[src/rtl/find_next_hop.sv]
// find_next_hop: walks this node's neighbour table in node memory and reports
// the best-Q next hop and the first in-cluster sink neighbour.
// Optional feature macro: FIND_NEXT_HOP_EXPLORE_EN. When it is defined, an
// epsilon-style random override can pick the next hop.
//
// Handshake: start is a level request that is sampled only in IDLE. done rises
// when the results are valid. While start stays high, done and all results are
// held. When start is low in DONE, the block returns to IDLE and done drops.
// Results keep their values until the next accepted start.
module find_next_hop #(
    parameter int          MAX_NEIGH  = 16,
    parameter logic [15:0] NO_NODE    = 16'd65,
    parameter logic [15:0] HDR_ADDR   = 16'h010,
    parameter logic [15:0] NEIGH_BASE = 16'h020,
    parameter logic [7:0]  EPSILON    = 8'd26
) (
    input  logic        clock,
    input  logic        nrst,
    input  logic        start,
    input  logic [15:0] data_in,
    input  logic [15:0] rng_in,
    output logic        rd_en,
    output logic [15:0] address,
    output logic [15:0] nexthop,
    output logic [15:0] nextsinks,
    output logic [15:0] bestq,
    output logic        explored,
    output logic        done,
    output logic [3:0]  dbg_state_o
);

    localparam int IW = $clog2(MAX_NEIGH) + 1;

    typedef enum logic [3:0] {
        S_IDLE, S_HDR_CNT, S_HDR_MYQ, S_HDR_MYCL,
        S_E_ID, S_E_Q, S_E_CL, S_E_FL, S_FINISH, S_DONE
    } state_t;

    state_t        state_q;
    logic          phase_q;      // 0 = ISSUE cycle, 1 = CAPTURE cycle
    logic [IW-1:0] idx_q;
    logic [IW-1:0] n_q;
    logic [15:0]   best_q;
    logic [15:0]   cand_q;
    logic [15:0]   mycl_q;
    logic [15:0]   eid_q;
    logic [15:0]   eq_q;
    logic [15:0]   ecl_q;
    logic          rd_en_q;
    logic [15:0]   address_q;
    logic [15:0]   nexthop_q;
    logic [15:0]   nextsinks_q;
    logic [15:0]   bestq_q;
    logic          done_q;
    logic [IW-1:0] idx_nxt;

    assign idx_nxt     = idx_q + 1'b1;
    assign rd_en       = rd_en_q;
    assign address     = address_q;
    assign nexthop     = nexthop_q;
    assign nextsinks   = nextsinks_q;
    assign bestq       = bestq_q;
    assign done        = done_q;
    assign dbg_state_o = state_q;

`ifdef FIND_NEXT_HOP_EXPLORE_EN
    logic [7:0]  rnd_lo_q;
    logic [7:0]  exp_idx_q;
    logic [15:0] exp_id_q;
    logic [15:0] exp_qv_q;
    logic        explored_q;
    logic        explore_hit;

    // The random override applies only when the drawn index lies inside the scanned table.
    assign explore_hit = (rnd_lo_q < EPSILON) && ({8'd0, exp_idx_q} < 16'(n_q));
    assign explored    = explored_q;
`else
    logic unused_explore;

    assign explored       = 1'b0;
    assign unused_explore = ^{rng_in, EPSILON};
`endif

    // This function builds the word address of one field in neighbour entry i.
    function automatic logic [15:0] entry_addr(input logic [IW-1:0] i, input logic [1:0] f);
        return NEIGH_BASE + {{(14-IW){1'b0}}, i, 2'b00} + {14'd0, f};
    endfunction

    // The scan FSM does one ISSUE/CAPTURE read pair per state, and all of its outputs are registered.
    always_ff @(posedge clock) begin
        if (!nrst) begin
            state_q     <= S_IDLE;
            phase_q     <= 1'b0;
            idx_q       <= '0;
            n_q         <= '0;
            best_q      <= '0;
            cand_q      <= NO_NODE;
            mycl_q      <= '0;
            eid_q       <= '0;
            eq_q        <= '0;
            ecl_q       <= '0;
            rd_en_q     <= 1'b0;
            address_q   <= '0;
            nexthop_q   <= NO_NODE;
            nextsinks_q <= NO_NODE;
            bestq_q     <= '0;
            done_q      <= 1'b0;
`ifdef FIND_NEXT_HOP_EXPLORE_EN
            rnd_lo_q    <= '0;
            exp_idx_q   <= '0;
            exp_id_q    <= '0;
            exp_qv_q    <= '0;
            explored_q  <= 1'b0;
`endif
        end else begin
            case (state_q)
                S_IDLE: begin
                    if (start) begin
                        state_q     <= S_HDR_CNT;
                        phase_q     <= 1'b0;
                        rd_en_q     <= 1'b1;
                        address_q   <= HDR_ADDR;
                        nexthop_q   <= NO_NODE;
                        nextsinks_q <= NO_NODE;
                        bestq_q     <= '0;
`ifdef FIND_NEXT_HOP_EXPLORE_EN
                        rnd_lo_q    <= rng_in[7:0];
                        exp_idx_q   <= rng_in[15:8] & 8'(MAX_NEIGH - 1);
                        explored_q  <= 1'b0;
`endif
                    end
                end
                S_FINISH: begin
                    if (!phase_q) begin
                        phase_q <= 1'b1;
                    end else begin
                        phase_q   <= 1'b0;
                        nexthop_q <= cand_q;
                        bestq_q   <= best_q;
`ifdef FIND_NEXT_HOP_EXPLORE_EN
                        if (explore_hit) begin
                            nexthop_q  <= exp_id_q;
                            bestq_q    <= exp_qv_q;
                            explored_q <= 1'b1;
                        end
`endif
                        done_q    <= 1'b1;
                        state_q   <= S_DONE;
                    end
                end
                S_DONE: begin
                    if (!start) begin
                        done_q  <= 1'b0;
                        state_q <= S_IDLE;
                    end
                end
                default: begin
                    if (!phase_q) begin
                        phase_q <= 1'b1;
                        rd_en_q <= 1'b0;
                    end else begin
                        // On CAPTURE, register data_in and issue the next read in the same edge.
                        phase_q <= 1'b0;
                        rd_en_q <= 1'b1;
                        case (state_q)
                            S_HDR_CNT: begin
                                n_q       <= (data_in > 16'(MAX_NEIGH)) ? IW'(MAX_NEIGH) : data_in[IW-1:0];
                                state_q   <= S_HDR_MYQ;
                                address_q <= HDR_ADDR + 16'd1;
                            end
                            S_HDR_MYQ: begin
                                best_q    <= data_in;
                                cand_q    <= NO_NODE;
                                state_q   <= S_HDR_MYCL;
                                address_q <= HDR_ADDR + 16'd2;
                            end
                            S_HDR_MYCL: begin
                                mycl_q <= data_in;
                                idx_q  <= '0;
                                if (n_q == '0) begin
                                    state_q <= S_FINISH;
                                    rd_en_q <= 1'b0;
                                end else begin
                                    state_q   <= S_E_ID;
                                    address_q <= entry_addr('0, 2'd0);
                                end
                            end
                            S_E_ID: begin
                                eid_q     <= data_in;
                                state_q   <= S_E_Q;
                                address_q <= entry_addr(idx_q, 2'd1);
                            end
                            S_E_Q: begin
                                eq_q      <= data_in;
`ifdef FIND_NEXT_HOP_EXPLORE_EN
                                if (16'(idx_q) == {8'd0, exp_idx_q}) begin
                                    exp_id_q <= eid_q;
                                    exp_qv_q <= data_in;
                                end
`endif
                                state_q   <= S_E_CL;
                                address_q <= entry_addr(idx_q, 2'd2);
                            end
                            S_E_CL: begin
                                ecl_q     <= data_in;
                                state_q   <= S_E_FL;
                                address_q <= entry_addr(idx_q, 2'd3);
                            end
                            S_E_FL: begin
                                // A strict compare keeps the earliest index, or self, on ties.
                                if (eq_q > best_q) begin
                                    best_q <= eq_q;
                                    cand_q <= eid_q;
                                end
                                if (data_in[0] && (ecl_q == mycl_q) && (nextsinks_q == NO_NODE)) begin
                                    nextsinks_q <= eid_q;
                                end
                                if (idx_nxt == n_q) begin
                                    state_q <= S_FINISH;
                                    rd_en_q <= 1'b0;
                                end else begin
                                    idx_q     <= idx_nxt;
                                    state_q   <= S_E_ID;
                                    address_q <= entry_addr(idx_nxt, 2'd0);
                                end
                            end
                            default: begin
                                state_q <= S_IDLE;
                                rd_en_q <= 1'b0;
                            end
                        endcase
                    end
                end
            endcase
        end
    end

endmodule

[config.mk]
export PLATFORM = sky130hd
export DESIGN_NAME = find_next_hop
export DESIGN_NICKNAME = d
export VERILOG_FILES = /design/src/rtl/find_next_hop.sv
export SDC_FILE = /design/constraint.sdc
export NUM_CORES = 1
export LEC_CHECK = 0
export CAP_MARGIN = 20
export CORE_AREA = 4 4 156 158
export CTS_CLUSTER_DIAMETER = 30
export DETAILED_ROUTE_END_ITERATION = 8
export DIE_AREA = 0 0 160 162
export GPL_ROUTABILITY_DRIVEN = 0
export HOLD_SLACK_MARGIN = 0.08
export PLACE_DENSITY = 0.59
export SYNTH_ARGS = -nofsm -noshare
export SYNTH_HDL_FRONTEND = slang
export SYNTH_SLANG_ARGS = --single-unit
[constraint.sdc]
create_clock -name clock -period 4.15 [get_ports clock]
set_input_delay 1.0375 -clock clock [delete_from_list [all_inputs] [get_ports clock]]
set_output_delay 1.0375 -clock clock [all_outputs]
set_load 0.02 [all_outputs]
Word level (Yosys, flattened, before mapping)
Cells that the tools add are included.

$add $sub $neg: 6. Multiply operators: 0. Div/mod/pow operators: 0. Magnitude comparators: 2. Equality and inequality tests: 19. Shifts and indexed selects: 0. Multiplexer cells: 43. Bitwise gates (word level): 3. Reduce and logical (&&, ||, !) cells: 30.

Operators by type and width (number): 16-bit 2-to-1 mux (13); 16-bit case mux with 2 select lines (6); 16-bit case mux with 7 select lines (1); 4-bit case mux with 7 select lines (1); 4-bit 2-to-1 mux (6); 3-bit AND reduction (7); 16-bit by 1-bit adder with 16-bit output, second input constant (1); 16-bit by 2-bit adder with 16-bit output, second input constant (1); 6-bit by 7-bit adder with 8-bit output, first input constant (2); 16-bit equality test (1); 16-bit by 7-bit equality test with 1-bit output, second input constant (1); 4-bit by 3-bit equality test with 1-bit output, second input constant (4); 16-bit > comparator (1); 16-bit by 5-bit > comparator with 1-bit output, second input constant (1); 2-bit nonzero test (7); 4-bit case mux with 3 select lines (1); 4-bit AND reduction (3); 5-bit 2-to-1 mux (2); 2-bit != test, second input constant (5); 5-bit case mux with 2 select lines (1); 8-bit by 2-bit adder with 9-bit output, second input constant (1); 4-bit by 2-bit equality test with 1-bit output, second input constant (2); 4-bit equality test, second input constant (2); 1-bit 2-to-1 mux (8); 19 further kinds (25).

Register bits: 177. Latch bits: 0. Bits in writable memories: 0. ROM bits: 0. Input bits: 35. Word-level logic and storage cells: 119. Memories: 0.

Logic depth before layout (Yosys ltp)
Depth in word-level cells: 7. Depth in mapped cells: 10. Mapped depth without buffers: 8.

Worst setup path before layout
OpenSTA, ideal clock, no wires.

Path type: input port to flip-flop. Start point: input data_in[0]. End point: register nextsinks_q[10], in the netlist nextsinks[10]. Setup time: 0.117 ns. Arrival: 2.559 ns. Required time: 4.033 ns. Slack: 1.474 ns. Stages: 6. Path through: or4b_1 or4_4 o21ai_1 a21oi_2 buf_6 a22o_2.

Word-level cells in the longest chain between the ends: 4.

Ends and longest elaborated chain: from (decl) (RTL line 20) `input logic [15:0] data_in,`; 1-bit logical AND (2 in series) (RTL line 215) `if (data_in[0] && (ecl_q == mycl_q) && (nextsinks_q == NO_NODE)) begin`; 2-bit nonzero test (no source line); 5-bit AND reduction (no source line); to (signal assigned) (RTL line 216) `nextsinks_q <= eid_q;`; to (decl) (RTL line 52) `logic [15:0] nextsinks_q;`.

No other way between the ends. A chain may end at the register's enable or synchronous reset.

Final worst setup path
Start point: register state_q[2], in the netlist dbg_state_o[2]. End point: output dbg_state_o[2].

RTL lines: from (decl) (RTL line 39) `state_t state_q;`; from (signal assigned) (RTL line 92) `state_q <= S_IDLE;`; from (signal assigned) (RTL line 119) `state_q <= S_HDR_CNT;`; from (signal assigned) (RTL line 148) `state_q <= S_DONE;`; to (decl) (RTL line 29) `output logic [3:0] dbg_state_o`.

No word-level cell between the ends.

==> impl_metrics.py <==
metrics = {
    "outcome": {
        "status": "completed",
    },
    "setup_path": {
        "critPathSlowestCell": "dfxtp_1",
        "r2r_slack_ns": 1.28,
        "crit_buf_inv": 1,
        "rr_worst_depth": 6,
        "cp_data_arrival_time_ns": 2.00,
        "critical_path_required_ns": 3.11,
        "worstPathMaxFanout": 23,
        "crit_chain": "clkdlybuf4s50_1",
        "cp-start-kind": "flip-flop",
        "cpPeakStageDelay_ns": 0.82,
        "cp.depth": 1,
        "endpoint_kind": "output port",
        "rr_endpoint": "cand_q[10]$_SDFFE_PN0P_",
        "cp_top_family": "flip-flops",
        "path_class": "flip-flop to output port",
        "r2r_start": "dbg_state_o[2]$_SDFFE_PN0P_",
    },
    "clock_tree": {
        "cts.path.max_buffers": 2,
        "clk_pin_slew_ns": 0.07,
        "cts_tree": "built",
        "post-cts-setup-buffers": 0,
        "htreeDepth": 4,
        "hold_buffers": 0,
        "root_buffer": "clkbuf_16",
        "cts_sinks": 169,
        "cts_made_buffers": 17,
        "cts_resized": 0,
        "clk_latency_ns": 0.44,
    },
    "min_path": {
        "min_path_cells": 2,
        "hp-class": "flip-flop to flip-flop",
        "min_from": "address[4]$_SDFFE_PN0P_",
        "hold_end": "address[4]$_SDFFE_PN0P_",
    },
    "global_routing": {
        "grt_max_degree": 130,
        "grt_antenna_before_repair": 1,
        "grt_overflow": 0,
        "grt_pass1_vias": 5992,
        "track_usage_pct": 15.43,
        "grt_pass1_wl_um": 32500,
    },
    "logic_synthesis": {
        "yosys-top-cells-area": "dfxtp_1 (45%), nand2_1 (7.9%), a21oi_1 (6.9%), mux2i_1 (5.3%), a22oi_1 (3.4%)",
        "synth.avg_cell_area_um2": 8.524,
        "yosysSeqAreaShare_pct": 45.05,
        "ys_async_sr_fraction_pct": 0,
        "synth_seq_cells": 169,
        "synth_cell_types": 57,
        "netlist_instances": 881,
        "synth_top_area_share_pct": 45.05,
        "synth_edf_count": 0,
        "ys.flop_type": "dfxtp_1",
        "yosys.area.top_type": "dfxtp_1",
        "yosysWarnings": 0,
        "synth_area_mm2": 0.007510,
    },
    "power_and_ir_drop": {
        "power.total_w": 0.004210,
        "ir_drop_mv": 0.1988,
        "p_leak_nw": 3.359,
        "powerDensity_mw_per_mm2": 461.3,
    },
    "die": {
        "io_pins": 106,
        "initial_core_util_pct": 32.48,
        "fp.dieH_um": 162,
        "rows": 56,
        "die_area_mm2": 0.02592,
        "core_area_mm2": 0.02312,
        "die_w_um": 160,
    },
    "cells_and_area": {
        "multi_input_area_mm2": 0.003712,
        "final_nets": 985,
        "seq_area_mm2": 0.003383,
        "fillers": 2329,
        "antenna_cells": 0,
        "syn_to_final_growth_pct": 21.51,
        "drive_gt1_share_pct": 7.733,
    },
    "routing": {
        "drt_iter0_drc": 450,
        "dr.pass1.iters": 5,
        "drc": 0,
        "routed_wl_um": 20040,
        "vias_per_cell": 5.137,
        "route.vias.total": 6339,
        "wl_per_cell_um": 16.24,
        "drtAntennaViolNets": 0,
    },
    "placement": {
        "dpl.hpwl_um": 13410,
        "numPortBuffers": 80,
    },
    "sta": {
        "rsz0062_at_grt": "no",
        "slew_viol_final": 0,
        "hold_viol": 0,
        "clock_skew_ns": 0.01290,
        "period_share_pct": 73.23,
        "setup_viol": 0,
        "fmax_mhz": 329.1,
        "setup-tns-final_ns": 0,
        "tightest_slew_ns": 0.7856,
        "relSlewSlack_pct": 47.48,
        "fin_crit_ns": 3.039,
    },
    "flow_run": {
        "maxCapViolCount": 0,
    },
}
## Yosys cell counts (8+ instances only)
master,n
nor4_1,11
ha_1,19
a311oi_1,16
a21oi_1,103
o21ai_0,24
buf_4,10
or3_1,8
nor3_1,11
clkbuf_1,52
dfxtp_1,169
a22o_2,10
nand2_1,159
a22oi_1,34
nand3_1,26
inv_1,26
xor2_1,18
mux2i_1,40
nor2_1,53
## worst min-delay path: cells and delay by family (launching register included)
kind             cells  cell delay (ns)
AND/OR/NAND/NOR      1             0.05
flip-flops           1             0.31
multiplexers         1             0.05
## power breakdown
| group | leakage, nW | internal (W) | switching [W] | total, W |
|---|---|---|---|---|
| clock | 0.300 | 0.000925 | 0.000754 | 0.00168 |
| sequential | 1.36 | 0.00168 | 0.000104 | 0.00178 |
| combinational | 1.70 | 0.000269 | 0.000481 | 0.000750 |
## cells by family after synthesis
logic type / after synthesis / synth area share, %
and+or+nand+nor: 300 / 17.86
xor gates and xnor gates: 25 / 3.099
muxes: 43 / 5.781
other: 1 / 0.04994
adders and majority gates: 19 / 3.166
AOI/OAI and AO/OA: 225 / 18.96
buffers and inverters: 99 / 6.031
DFF: 169 / 45.05
## worst max-delay path by stage
stage                                      end                   startpoint
CTS                             dbg_state_o[2]  dbg_state_o[2]$_SDFFE_PN0P_
detailed placement   nextsinks[0]$_SDFFE_PN1P_                   data_in[0]
global placement     nextsinks[6]$_SDFFE_PN1P_                   data_in[0]
finish                          dbg_state_o[2]  dbg_state_o[2]$_SDFFE_PN0P_
global route                    dbg_state_o[2]  dbg_state_o[2]$_SDFFE_PN0P_
floorplan           nextsinks[10]$_SDFFE_PN0P_                   data_in[0]
## cell type report
cell class / count / share of cell area, %
inverters: 26 / 1.083
clock buffers: 17 / 4.662
multi-input cells: 621 / 40.68
clock inverters: 15 / 2.262
repair buffers: 96 / 10.26
well taps: 290 / 3.976
flip-flops and latches: 169 / 37.08
## placed cells by master (no fill, tap or decap), types with 3 or more instances in the layout
cell             synthesis  layout
dfxtp_1                169     169
nand2_1                159     159
a21oi_1                103     103
clkdlybuf4s50_1          0      79
nor2_1                  53      52
mux2i_1                 40      40
a22oi_1                 34      34
nand3_1                 26      26
inv_1                   26      25
o21ai_0                 24      24
ha_1                    19      19
xor2_1                  18      18
clkbuf_16                0      17
a311oi_1                16      16
buf_4                   10      14
nor4_1                  11      11
nor3_1                  11      11
a22o_2                  10      10
conb_1                   1       9
or3_1                    8       8
nand4_1                  7       7
nor2b_1                  7       7
xnor2_1                  6       6
a21o_1                   5       5
o22ai_1                  5       5
inv_6                    0       5
a211oi_1                 4       4
nand2b_1                 4       4
a22o_1                   4       4
clkinv_8                 0       4
o211ai_1                 3       3
o21a_1                   3       3
mux2_2                   3       3
## flip-flops by register name (all words and copies together), names as in the netlist, 5 cells and up
name	cells
address	8
mycl_q	16
eq_q	16
nexthop	16
ecl_q	16
cand_q	16
best_q	16
nextsinks	16
bestq	16
eid_q	16
idx_q	5
n_q	5
## per-layer routing
| layer | vias up | global-route usage, % | wire length (um) | part of all wire [%] |
|---|---|---|---|---|
| met5 | - | 0 | 13 | 0.065 |
| met4 | 2 | 4.106 | 228 | 1.1 |
| met3 | 22 | 3.908 | 1100 | 5.5 |
| met2 | 154 | 23.60 | 8894 | 44 |
| met1 | 2981 | 21.75 | 9802 | 49 |
| li1 | 3180 | - | - | - |
## through the flow
stage / utilization, % / area [um2] / hold WS (ns) / std cells / worst slack, ns
final: 39.46 / 9125 / 0.4559 / 1234 / 1.111
after CTS: 39.46 / 9125 / 0.4617 / 1234 / 1.082
after detailed placement: 36.73 / 8493 / 0.4524 / 1202 / 0.8055
after global routing: 39.46 / 9125 / 0.4780 / 1234 / 0.9799
after floorplan: - / 7540 / 0.4377 / 889 / 1.474
after global placement: 36.67 / 8478 / 0.4465 / 1201 / 0.8305
(Power assumes the default switching activity.)
